<file path="config.mk">
export PLATFORM = sky130hd
export DESIGN_NAME = mem_initiator
export DESIGN_NICKNAME = d
export VERILOG_FILES = /design/src/rtl/mem_if_pkg.sv /design/src/rtl/mem_rsp_fifo.sv /design/src/rtl/mem_initiator.sv
export SDC_FILE = /design/constraint.sdc
export NUM_CORES = 1
export LEC_CHECK = 0
export BUFFER_PORTS_ARGS = -buffer_cell sky130_fd_sc_hd__buf_4
export CORE_MARGIN = 5
export CORE_UTILIZATION = 58
export DETAILED_ROUTE_END_ITERATION = 10
export PLACE_DENSITY = 0.92
export SLEW_MARGIN = 15
export SYNTH_ARGS = -nofsm -noshare
export SYNTH_HDL_FRONTEND = slang
export SYNTH_HIERARCHICAL = 1
export SYNTH_SLANG_ARGS = --single-unit
</file>
<file path="constraint.sdc">
create_clock -name CLK -period 10.55 [get_ports CLK]
set_input_delay 1.5825 -clock CLK [delete_from_list [all_inputs] [get_ports CLK]]
set_output_delay 1.5825 -clock CLK [all_outputs]
set_load 0.05 [all_outputs]
</file>
<file path="src/rtl/mem_if_pkg.sv">
// Shared types and constants for the 64-bit internal memory port requester.
// The widths here fix the layout of a buffered read response.
package mem_if_pkg;

  localparam int CTW      = 16;
  localparam int SEQW     = 5;
  localparam int TagWidth = CTW + SEQW;

  localparam logic [7:0] BE_NONE = 8'hFF;

  typedef struct packed {
    logic [63:0]    data;
    logic [CTW-1:0] tag;
  } mem_rsp_t;

endpackage

</file>
<file path="src/rtl/mem_rsp_fifo.sv">
// First-word-fall-through response buffer. A push into a full FIFO is taken
// only when a pop frees a slot in the same cycle.
module mem_rsp_fifo
  import mem_if_pkg::*;
#(
  parameter int DEPTH = 4
) (
  input  logic     clk,
  input  logic     rst_n,
  input  logic     push,
  input  mem_rsp_t wdata,
  input  logic     pop,
  output mem_rsp_t rdata,
  output logic     full,
  output logic     empty
);

  localparam int AW = $clog2(DEPTH);

  logic [AW:0] wr_ptr_q, wr_ptr_d;
  logic [AW:0] rd_ptr_q, rd_ptr_d;
  mem_rsp_t    mem_q [DEPTH];
  logic        do_push;
  logic        do_pop;

  // Extra pointer bit tells full from empty when the indices match.
  assign empty   = (wr_ptr_q == rd_ptr_q);
  assign full    = (wr_ptr_q[AW] != rd_ptr_q[AW]) &&
                   (wr_ptr_q[AW-1:0] == rd_ptr_q[AW-1:0]);
  assign do_pop  = pop & ~empty;
  assign do_push = push & (~full | do_pop);
  assign rdata   = mem_q[rd_ptr_q[AW-1:0]];

  always_comb begin
    wr_ptr_d = wr_ptr_q;
    rd_ptr_d = rd_ptr_q;
    if (do_push) wr_ptr_d = wr_ptr_q + 1'b1;
    if (do_pop)  rd_ptr_d = rd_ptr_q + 1'b1;
  end

  always_ff @(posedge clk or negedge rst_n) begin
    if (!rst_n) begin
      wr_ptr_q <= '0;
      rd_ptr_q <= '0;
    end else begin
      wr_ptr_q <= wr_ptr_d;
      rd_ptr_q <= rd_ptr_d;
    end
  end

  // Storage needs no reset; the pointers alone define what is valid.
  always_ff @(posedge clk) begin
    if (do_push) mem_q[wr_ptr_q[AW-1:0]] <= wdata;
  end

endmodule

</file>
<file path="src/rtl/mem_initiator.sv">
// Requester for the fixed-latency memory port: registered issue, credit-gated
// reads, in-order tag checking and a buffered response path to the client.
module mem_initiator
  import mem_if_pkg::*;
#(
  parameter int CTW   = mem_if_pkg::CTW,
  parameter int SEQW  = mem_if_pkg::SEQW,
  parameter int DEPTH = 4,
  localparam int TagWidth = CTW + SEQW
) (
  input  logic                CLK,
  input  logic                RESETn,
  input  logic                REQ_VALID,
  output logic                REQ_READY,
  input  logic                REQ_WR,
  input  logic [15:0]         REQ_ADDR,
  input  logic [7:0]          REQ_BE,
  input  logic [63:0]         REQ_DATA,
  input  logic [CTW-1:0]      REQ_TAG,
  output logic                ACT,
  output logic                CMD,
  output logic [15:0]         ADDR,
  output logic [7:0]          BE,
  output logic [63:0]         DI,
  output logic [TagWidth-1:0] TI,
  input  logic                DRDY,
  input  logic [63:0]         DO,
  input  logic [TagWidth-1:0] TO,
  output logic                RSP_VALID,
  input  logic                RSP_READY,
  output logic [63:0]         RSP_DATA,
  output logic [CTW-1:0]      RSP_TAG,
  output logic                ERR
);

  localparam int CW = $clog2(DEPTH) + 1;

  logic                act_q, act_d;
  logic                cmd_q, cmd_d;
  logic [15:0]         addr_q, addr_d;
  logic [7:0]          be_q, be_d;
  logic [63:0]         di_q, di_d;
  logic [TagWidth-1:0] ti_q, ti_d;
  logic [SEQW-1:0]     issue_seq_q, issue_seq_d;
  logic [SEQW-1:0]     expect_seq_q, expect_seq_d;
  logic [CW-1:0]       credits_q, credits_d;
  logic                err_q, err_d;

  logic     accept, rd_accept, pop;
  logic     spurious, push_req, drop_full, seq_bad;
  logic     fifo_full, fifo_empty;
  mem_rsp_t push_rsp, head_rsp;

  // Credits count every read from issue until its response is popped, so a
  // return always finds room; RESETn gating keeps READY low during reset.
  assign REQ_READY = RESETn & (credits_q < CW'(DEPTH));
  assign accept    = REQ_VALID & REQ_READY;
  assign rd_accept = accept & ~REQ_WR;
  assign pop       = RSP_READY & ~fifo_empty;

  assign spurious  = DRDY & (credits_q == '0);
  assign push_req  = DRDY & ~spurious;
  assign drop_full = push_req & fifo_full & ~pop;
  assign seq_bad   = DRDY & (TO[SEQW-1:0] != expect_seq_q);

  assign push_rsp.data = DO;
  assign push_rsp.tag  = TO[TagWidth-1:SEQW];

  always_comb begin
    act_d        = 1'b0;
    cmd_d        = cmd_q;
    addr_d       = addr_q;
    be_d         = be_q;
    di_d         = di_q;
    ti_d         = ti_q;
    issue_seq_d  = issue_seq_q;
    expect_seq_d = expect_seq_q;
    credits_d    = credits_q;
    err_d        = err_q | seq_bad | spurious | drop_full;

    if (accept) begin
      act_d  = 1'b1;
      cmd_d  = ~REQ_WR;
      addr_d = REQ_ADDR;
      di_d   = REQ_DATA;
      be_d   = REQ_WR ? ~REQ_BE : BE_NONE;
      ti_d   = {REQ_TAG, issue_seq_q};
    end

    if (rd_accept) issue_seq_d  = issue_seq_q + 1'b1;
    if (DRDY)      expect_seq_d = expect_seq_q + 1'b1;

    case ({rd_accept, pop})
      2'b10:   credits_d = credits_q + 1'b1;
      2'b01:   credits_d = credits_q - 1'b1;
      default: credits_d = credits_q;
    endcase
  end

  always_ff @(posedge CLK or negedge RESETn) begin
    if (!RESETn) begin
      act_q        <= 1'b0;
      cmd_q        <= 1'b0;
      addr_q       <= '0;
      be_q         <= BE_NONE;
      di_q         <= '0;
      ti_q         <= '0;
      issue_seq_q  <= '0;
      expect_seq_q <= '0;
      credits_q    <= '0;
      err_q        <= 1'b0;
    end else begin
      act_q        <= act_d;
      cmd_q        <= cmd_d;
      addr_q       <= addr_d;
      be_q         <= be_d;
      di_q         <= di_d;
      ti_q         <= ti_d;
      issue_seq_q  <= issue_seq_d;
      expect_seq_q <= expect_seq_d;
      credits_q    <= credits_d;
      err_q        <= err_d;
    end
  end

  mem_rsp_fifo #(
    .DEPTH (DEPTH)
  ) u_fifo (
    .clk   (CLK),
    .rst_n (RESETn),
    .push  (push_req),
    .wdata (push_rsp),
    .pop   (RSP_READY),
    .rdata (head_rsp),
    .full  (fifo_full),
    .empty (fifo_empty)
  );

  assign ACT       = act_q;
  assign CMD       = cmd_q;
  assign ADDR      = addr_q;
  assign BE        = be_q;
  assign DI        = di_q;
  assign TI        = ti_q;
  assign ERR       = err_q;
  assign RSP_VALID = ~fifo_empty;
  assign RSP_DATA  = head_rsp.data;
  assign RSP_TAG   = head_rsp.tag;

endmodule
</file>
==> impl_metrics.toml <==
[worst_setup_path]
reg2reg_depth = 4
end_kind = "primary output"
cp.arrival_ns = 3.20
critPathKind = "reg -> out"
r2r_end = "u_fifo/mem_q[2][62]"
critPathMaxFanout = 48
startpoint = "u_fifo/rd_ptr_q[0]"
worstPathRequired_ns = 8.97
r2r_start = "u_fifo/rd_ptr_q[1]"
cp-start-kind = "flop"
endpoint = "RSP_DATA[33]"
r2r_slack_ns = 7.15

[drt]
drt_iter0_drc = 833
ant_nets = 0
wl_per_cell_microns = 24.0
drc = 0
route.final.wire_length_microns = 43300
routed_via_density = 5.64
drt_first_pass_iters = 5
vias = 10165

[floorplanning]
die_area_sq_mm = 0.0327
row_count = 62
die_w_microns = 181
io_pins = 389
chipHeight_microns = 181
core-area_sq_mm = 0.0288
initial_core_util_pct = 58.8

[synth]
synth-xor-area-share_pct = 1.09
yosysTopAreaCell = "edfxtp_1"
synth.area.mux_share_pct = 10.9
synthArstFlopShare_pct = 29.0
yosys-top-cells-area = "edfxtp_1 57%, dfrtp_1 18%, mux4_2 11%"
yosysSeqAreaShare_pct = 76.2
synth_top_family_by_area = "multiplexers"
yosys-top-cells-count = "320 x edfxtp_1, 311 x nand2_1, 123 x dfrtp_1, 80 x mux4_2, 13 x buf_6"
ys_types = 39
synth_compound_area_share_pct = 0.909
ys_ff_latch = 451
synth_warnings = 6
yosys.area_share.adder_pct = 0.709
avgSynthCellArea_sq_um = 17.2
synth-simple-area-share_pct = 8.06
synth_cells = 985
synth.net_count = 1189
synth_top_cell_area_share_pct = 56.7
yosysMostFrequentCell = "edfxtp_1"
netlist_area_sq_mm = 0.0169
synth_edf_count = 320
synth_ff_type = "edfxtp_1"

[cts]
cts_resized = 0
cts_max_path_buffers = 3
cts.sinks = 451
cts_tree = "built"
cts_made_buffers = 43
insertion_delay_ns = 0.54
postCtsSetupBuffers = 0
cts.clk_slew.worst_paths_ns = 0.07
htreeDepth = 2
cts.root.buffer_cell = "clkbuf_16"
hold_buffers = 0

[timing]
fin_skew_ns = 0.0267
hold_violations = 0
final-max-slew-violation-count = 0
relSlewSlack_pct = 24.3
rsz0062_at_grt = "false"
hold_ws_ns = 0.478
fmax_mhz = 209
max_slew.worst_pin.slew_ns = 1.14
finalSetupViolCount = 0
fin_setup_tns_ns = 0
period_share_pct = 45.3
min_period_ns = 4.78

[global_routing]
met1_usage_pct = 30.6
antenna_found_initial = 8
grt_busiest_layer = "met2"
grt_pass1_wl_microns = 65800
grt_max_degree = 104
gr-usage-met2_pct = 46.6
grtUsageMet3_pct = 6.66
grtUsageTotal_pct = 26.2
overflow = 0
grt_pass1_vias = 11045

[final_layout]
nets = 1585
fin_cells = 1803
area.growth.synth_to_final_pct = 26.7
drive_above_1_share_pct = 39.6
postLayoutCoreUtil_pct = 74.5

[placed_design]
hpwl_microns = 28200
place.gp.congestion = 0.860
io_buffers = 388
dp.cells = 1720

[pwr]
ir_worst_vdd_mv = 0.263
p_int_uw = 4360
combPwrFrac_pct = 44.9
power_switching_uw = 3330
power_uw = 7690
swShare_pct = 43.3
p_per_area_mw_per_mm2 = 359
seq_power_share_pct = 36.1
clkPwrFrac_pct = 19.1
leakage_uw = 0.00882

[run]
drv_cap = 0

[hold_path]
whs_path_depth = 2
hold_class = "reg -> reg"

[run_status]
status = "completed"
[cell families (layout without fill, tap and decap cells)]
family | Yosys count | in the layout
DFF | 451 | 451
and+or+nand+nor | 344 | 344
muxes | 84 | 84
buffers and inverters | 56 | 484
xor gates and xnor gates | 21 | 21
AOI/OAI and AO/OA | 20 | 20
adders and majority gates | 9 | 9
other | 0 | 6
[worst min path at each step]
stage	start	end	slack (ns)
final	DI[15]	DI[15]	0.48
after global routing	DI[49]	DI[49]	0.49
after CTS	DI[31]	DI[31]	0.48
after detailed placement	TI[0]	TI[0]	0.46
after global placement	DI[22]	DI[22]	0.46
after floorplan	issue_seq_q[4]	issue_seq_q[4]	0.45
[state kept, by name, indices dropped and copies added, names as in the netlist]
| signal | flops |
|---|---|
| expect_seq_q | 5 |
| u_fifo/rd_ptr_q | 3 |
| ERR | 1 |
| ADDR | 16 |
| u_fifo/mem_q | 320 |
| issue_seq_q | 5 |
| credits_q | 3 |
| TI | 21 |
| ACT | 1 |
| DI | 64 |
| BE | 8 |
| CMD | 1 |
| u_fifo/wr_ptr_q | 3 |
[metal layers]
metal | vias to the layer above | share of wire [%]
li1 | 4382 | -
met1 | 5111 | 34
met2 | 563 | 53
met3 | 105 | 8.3
met4 | 4 | 4.7
met5 | - | 0.060
[power groups by stage]
stage / combinational [uW] / sequential, uW / clock, uW
floorplan: 1740 / 3400 / 0
global placement: 3380 / 2750 / 0
detailed placement: 3450 / 2780 / 0
CTS: 3480 / 2770 / 1490
global route: 3610 / 2820 / 1570
finish: 3450 / 2770 / 1470
[final cells by class]
class / instances / area (sq um)
timing repair buffer: 397 / 2980
fill: 1597 / 7330
tap: 384 / 480
sequential: 451 / 12900
inverter: 10 / 40.0
clock inverter: 23 / 203
multi-input combinational: 478 / 3680
clock buffer: 54 / 1140
antenna: 6 / 15.0
[critical path, stage by stage (launching register included)]
cell,delay (ns)
dfrtp_4,0.90
buf_4,0.84
mux4_2,0.66
buf_4,0.22
[cell usage in the layout, fill, tap and decap left out, types with 9 or more instances in the layout]
cell,n
nor2_1,12
xnor2_1,12
dfrtp_1,121
mux4_2,80
clkbuf_1,10
xor2_1,9
nand2_1,311
edfxtp_1,320
clkbuf_16,44
buf_4,397
clkinv_2,11
[per-stage QoR]
step,cell area (sq um),worst slack [ns]
finish,21400,5.77
global route,21400,5.48
CTS,21400,5.65
detailed placement,20100,5.83
global placement,20100,5.96
floorplan,16900,5.99
Power figures use the tool's default switching activity.
